### config.mk
export PLATFORM = sky130hd
export DESIGN_NAME = multi_channel_register_bank
export DESIGN_NICKNAME = d
export VERILOG_FILES = /design/src/rtl/multi_channel_register_bank.sv
export SDC_FILE = /design/constraint.sdc
export NUM_CORES = 1
export LEC_CHECK = 0
export CAP_MARGIN = 20
export CORE_MARGIN = 4
export CORE_UTILIZATION = 47
export CTS_CLUSTER_SIZE = 12
export DETAILED_ROUTE_END_ITERATION = 8
export PLACE_DENSITY_LB_ADDON = 0.15
export SYNTH_ARGS = -nofsm -noshare
export SYNTH_HDL_FRONTEND = slang
export SYNTH_SLANG_ARGS = --single-unit
### constraint.sdc
create_clock -name clk -period 1.48 [get_ports clk]
set_input_delay 0.148 -clock clk [delete_from_list [all_inputs] [get_ports clk]]
set_output_delay 0.148 -clock clk [all_outputs]
set_load 0.03 [all_outputs]
### src/rtl/multi_channel_register_bank.sv
// ---------------------------------------------------------------------------
// multi_channel_register_bank
//
// A bank of CHANNELS independent WIDTH-bit registers. Each channel holds,
// loads in parallel, or shifts left or right from its own serial input. A
// global synchronous 'set' presets every channel to SET_VALUE.
//
// A snapshot engine can capture all channel values into a shadow copy. It
// then streams the copy out one word per channel over a valid/ready
// handshake. The live registers keep updating while the stream is in
// progress.
//
// Ports
//   clk       : clock; all state changes on its rising edge
//   rst       : asynchronous, active-high reset. Clears the registers,
//               the shadow copy and the readout state.
//   set       : synchronous preset of all channels to SET_VALUE
//   mode      : 2 bits per channel (channel i at [2i+1:2i])
//               00 = hold, 01 = load d, 10 = shift left, 11 = shift right
//   d         : parallel load data, channel i at [WIDTH*i +: WIDTH]
//   ser_in    : per-channel serial input bit
//   q         : registered channel values, same packing as d
//   ser_out   : per-channel bit currently leaving the register
//   snap_req  : capture request; only honoured while idle
//   busy      : high while snapshot words are being offered
//   rd_valid  : rd_data / rd_chan hold a valid word
//   rd_ready  : consumer accepts the current word on this edge
//   rd_data   : snapshot word of channel rd_chan
//   rd_chan   : channel index of rd_data
// ---------------------------------------------------------------------------
module multi_channel_register_bank #(
  parameter int              WIDTH     = 8,
  parameter int              CHANNELS  = 2,
  parameter logic [WIDTH-1:0] SET_VALUE = '1,
  localparam int             IDX_W     = (CHANNELS > 1) ? $clog2(CHANNELS) : 1
) (
  input  logic                      clk,
  input  logic                      rst,
  input  logic                      set,
  input  logic [2*CHANNELS-1:0]     mode,
  input  logic [CHANNELS*WIDTH-1:0] d,
  input  logic [CHANNELS-1:0]       ser_in,
  output logic [CHANNELS*WIDTH-1:0] q,
  output logic [CHANNELS-1:0]       ser_out,
  input  logic                      snap_req,
  output logic                      busy,
  output logic                      rd_valid,
  input  logic                      rd_ready,
  output logic [WIDTH-1:0]          rd_data,
  output logic [IDX_W-1:0]          rd_chan
);

  localparam logic [1:0] OP_HOLD  = 2'b00;
  localparam logic [1:0] OP_LOAD  = 2'b01;
  localparam logic [1:0] OP_SHL   = 2'b10;
  localparam logic [1:0] OP_SHR   = 2'b11;

  localparam logic [IDX_W-1:0] LAST_IDX = IDX_W'(CHANNELS - 1);

  typedef enum logic {
    IDLE = 1'b0,
    SEND = 1'b1
  } state_t;

  // Next value of a single channel for the given operation.
  function automatic logic [WIDTH-1:0] chan_next(
    input logic [WIDTH-1:0] cur,
    input logic [1:0]       op,
    input logic [WIDTH-1:0] load_val,
    input logic             sin
  );
    logic [WIDTH-1:0] nxt;
    case (op)
      OP_LOAD: nxt = load_val;
      OP_SHL:  nxt = {cur[WIDTH-2:0], sin};
      OP_SHR:  nxt = {sin, cur[WIDTH-1:1]};
      default: nxt = cur;
    endcase
    return nxt;
  endfunction

  logic [WIDTH-1:0] ch_q    [CHANNELS];
  logic [WIDTH-1:0] shadow  [CHANNELS];

  state_t           state;
  state_t           state_nxt;
  logic [IDX_W-1:0] idx;
  logic [IDX_W-1:0] idx_nxt;
  logic             snap_load;

  // ---- Channel registers ----
  always_ff @(posedge clk or posedge rst) begin
    if (rst) begin
      for (int i = 0; i < CHANNELS; i++) begin
        ch_q[i] <= '0;
      end
    end else begin
      for (int i = 0; i < CHANNELS; i++) begin
        if (set) begin
          ch_q[i] <= SET_VALUE;
        end else begin
          ch_q[i] <= chan_next(ch_q[i], mode[2*i +: 2], d[WIDTH*i +: WIDTH], ser_in[i]);
        end
      end
    end
  end

  // The bit on its way out depends on the direction of the current
  // operation. A left shift drops the MSB. Every other operation presents
  // the LSB.
  always_comb begin
    ser_out = '0;
    q       = '0;
    for (int i = 0; i < CHANNELS; i++) begin
      ser_out[i]             = (mode[2*i +: 2] == OP_SHL) ? ch_q[i][WIDTH-1] : ch_q[i][0];
      q[WIDTH*i +: WIDTH]    = ch_q[i];
    end
  end

  // ---- Snapshot capture ----
  // The shadow captures ch_q as it stood before the capture edge. This
  // non-blocking copy happens on the same edge that may also apply 'set' or
  // a mode update, so the captured value is always the pre-edge value.
  always_ff @(posedge clk or posedge rst) begin
    if (rst) begin
      for (int i = 0; i < CHANNELS; i++) begin
        shadow[i] <= '0;
      end
    end else if (snap_load) begin
      for (int i = 0; i < CHANNELS; i++) begin
        shadow[i] <= ch_q[i];
      end
    end
  end

  // ---- Readout FSM ----
  always_ff @(posedge clk or posedge rst) begin
    if (rst) begin
      state <= IDLE;
      idx   <= '0;
    end else begin
      state <= state_nxt;
      idx   <= idx_nxt;
    end
  end

  always_comb begin
    state_nxt = state;
    idx_nxt   = idx;
    snap_load = 1'b0;
    case (state)
      IDLE: begin
        if (snap_req) begin
          snap_load = 1'b1;
          idx_nxt   = '0;
          state_nxt = SEND;
        end
      end
      SEND: begin
        // snap_req has no effect here. A request is neither queued nor
        // honoured on the edge that returns the FSM to IDLE.
        if (rd_ready) begin
          if (idx == LAST_IDX) begin
            idx_nxt   = '0;
            state_nxt = IDLE;
          end else begin
            idx_nxt = idx + IDX_W'(1);
          end
        end
      end
      default: begin
        state_nxt = IDLE;
        idx_nxt   = '0;
      end
    endcase
  end

  // Outputs are decoded from the state alone, so rd_data and rd_chan stay
  // stable while the consumer stalls.
  always_comb begin
    busy     = (state == SEND);
    rd_valid = (state == SEND);
    rd_data  = '0;
    rd_chan  = '0;
    if (state == SEND) begin
      rd_data = shadow[idx];
      rd_chan = idx;
    end
  end

endmodule
==> reports/results.tsv <==
stage	metric	value	unit
status	status	finished, final reports clean	
synth	synth_fp_nets	168	
drt	via_per_inst	5.31	
worst_setup_path	crit_chain	buf_6 -> mux2i_1 -> nor2b_1 -> buf_4	
sta	hold_viol	0	
sta	tightest_slew	0.603	ns
job	maxCapViolCount	0	
drt	wl	4480	µm
cells_and_area	diodes	0	
power_and_ir_drop	ir_drop	1380	µV
floorplan	initial_utilization	49.5	%
clocking	htree_levels	2	
clocking	numCtsBuffers	5	
floorplan	die_area	4980	µm²
synth	ys_seq_area_share	46.3	%
worst_setup_path	critPathBufInv	2	
drt	dr_total_vias	1375	
worst_setup_path	r2r_start	busy	
global_routing	grt-ovfl-total	0	
power_and_ir_drop	fin_total_pwr	3.95	mW
power_and_ir_drop	p_leak	1.09	nW
worst_setup_path	worstPathArrival	1.31	ns
synth	yosysWarnings	0	
worst_setup_path	reg2reg_depth	3	
worst_setup_path	cp-end-kind	output port	
worst_hold_path	min_path_type	in -> async	
synth	synthCells	141	
sta	fin_setup_tns	0	ns
floorplan	fp.dieW	70.6	µm
synth	synth_cell_types	18	
worst_setup_path	critPathLaunchType	flop	
synth	ys_ff_latch	34	
sta	rsz0062_at_grt	yes	
place	dp_slack	-0.422	ns
clocking	insertion_delay	0.28	ns
sta	setup_slack	0.0208	ns
drt	first_iter_violations	51	
clocking	clock_sinks	34	
worst_setup_path	r2r-end	shadow[0]	
sta	setup_violations	0	
synth	synth.area.top_cells	dfrtp_1 46%, mux2i_1 22%, mux2_4 8.2%	
synth	yosys.area.top_type_share	46.3	%
sta	slew_violations	0	
cells_and_area	post-route-util	68.9	%
floorplan	core_area	3720	µm²
global_routing	grt_usage	18.9	%
worst_setup_path	cpMaxStageDelayCell	dfrtp_1	
cells_and_area	nNetsFinal	237	
cells_and_area	drive_gt1_share	28.0	%
sta	slew_headroom	59.7	%
drt	ant_nets	0	
sta	final.min_clock_period	1.46	ns
sta	max_freq	685	MHz
clocking	cts.reportedPaths.clkPinSlew	0.07	ns
place	numPortBuffers	55	
worst_setup_path	path_class	reg -> out	
global_routing	grt_pass1_vias	1469	
worst_setup_path	critical_path.max_fanout	10	
worst_setup_path	regToRegSetupSlack	0.25	ns
global_routing	grt_pass1_wl	7420	µm
drt	post-route-drc-count	0	
floorplan	die_h	70.6	µm
synth	yosysTopAreaCell	dfrtp_1	
drt	wire_per_inst	17.3	µm
global_routing	antenna_found_initial	0	
worst_setup_path	crit_family	flip-flops	
clocking	cts_setup_buffers	0	
worst_setup_path	cp.required	1.33	ns
synth	avgSynthCellArea	13.0	µm²
global_routing	grt_max_degree	35	
sta	worst_hold_slack	0.263	ns
worst_setup_path	slowest_delay	0.37	ns
sta	clock_skew	0.00647	ns
floorplan	io_pins	56	
place	hpwl	3330	µm
synth	mappedNetlistArea	1840	µm²
power_and_ir_drop	pwr_density_cell	1540	nW/µm²
clocking	ctsRootBufferMaster	clkbuf_8	
floorplan	rows	22	
sta	finalCritPeriodShare	98.6	%
clocking	hold_buffers	0	
clocking	cts_tree	done	
cells_and_area	syn2layout_area_growth	39.1	%
place	gp_congestion	0.808	
drt	drtPass1Iterations	4	
clocking	cts_buffer_depth	2	
layer usage:
metal  global-route usage, %  part of all wire (%)  up-vias  routed length, µm
li1                        -                     -      646                  -
met1                    23.8                    44      690               1960
met2                    32.4                    51       33               2310
met3                    4.40                   3.9        6                173
met4                    5.43                  0.85        0                 38
met5                       0                     0        -                  0
what timing repair did:
item                                   CTS  global route
endpoints found under the hold margin    0             0
resized for setup                       28             7
setup endpoints to repair               19             6
sequential cells by signal, summed over array words and instances (netlist names):
| signal | flops |
|---|---|
| busy | 1 |
| idx | 1 |
| q | 16 |
| shadow | 16 |
stage by stage:
stage / cell area (µm²) / instances
6_report: 2560 / 259
5_1_grt: 2560 / 259
4_1_cts: 2540 / 259
3_5_place_dp: 2470 / 251
3_3_place_gp: 2470 / 251
2_1_floorplan: 1840 / 141
worst max-delay path by stage:
stage	cells past startpoint	slack [ns]	end	from
after floorplan	2	0.03	rd_data[0]	busy
after global placement	4	-0.39	ser_out[0]	mode[1]
after detailed placement	4	-0.42	ser_out[0]	mode[1]
after CTS	1	0.003	q[2]	q[2]
after global routing	4	-0.02	rd_data[0]	idx
final	4	0.02	rd_data[0]	idx
synth_stat cells:
cell type / instances
dfrtp_1: 34
inv_1: 1
nand2_1: 1
buf_6: 3
mux2i_1: 41
nor2b_1: 12
clkbuf_1: 1
a21oi_1: 1
buf_4: 3
buf_12: 1
mux2_4: 10
a22oi_1: 16
nor2_1: 3
mux2_2: 9
nor2b_2: 1
buf_2: 1
buf_1: 2
and2_1: 1
where the power goes:
part / total (mW) / internal (mW) / switching, mW / leakage, nW
sequential: 1.32 / 1.17 / 0.153 / 0.329
combinational: 1.93 / 0.900 / 1.03 / 0.711
clock: 0.702 / 0.374 / 0.328 / 0.0472
total: 3.95 / 2.44 / 1.51 / 1.09
final cells by class:
class	count	area, µm²
Multi-Input combinational cell	95	902
Timing Repair Buffer	73	647
Tap cell	48	60.1
Inverter	1	3.75
Sequential cell	34	851
Clock buffer	6	82.6
Clock inverter	2	12.5
Fill cell	307	1160
cells in the final DEF (no fill, tap or decap), drive strengths merged:
| cell | instances |
|---|---|
| dfrtp | 34 |
| mux2i | 41 |
| clkinvlp | 1 |
| mux2 | 19 |
| nand2 | 1 |
| a21oi | 1 |
| nor2b | 13 |
| nor2 | 3 |
| a22oi | 16 |
| clkinv | 1 |
| buf | 29 |
| clkbuf | 6 |
| dlymetal6s2s | 3 |
| dlygate4sd2 | 16 |
| clkdlybuf4s50 | 25 |
| inv | 1 |
| and2 | 1 |
cell families (layout without fill, tap and decap cells):
kind of cell | count (synthesis) | count (layout) | share of synthesized area, %
AO/OA/AOI/OAI | 17 | 17 | 6.80
multiplexers | 60 | 60 | 36.0
buffers and inverters | 12 | 82 | 5.24
AND/OR/NAND/NOR | 18 | 18 | 5.71
flip-flops | 34 | 34 | 46.3
worst min-delay path, stage by stage:
cell	delay, ns
clkdlybuf4s50_1	0.40
inv_1	0.05
buf_4	0.37
Power figures use the tool's default switching activity.
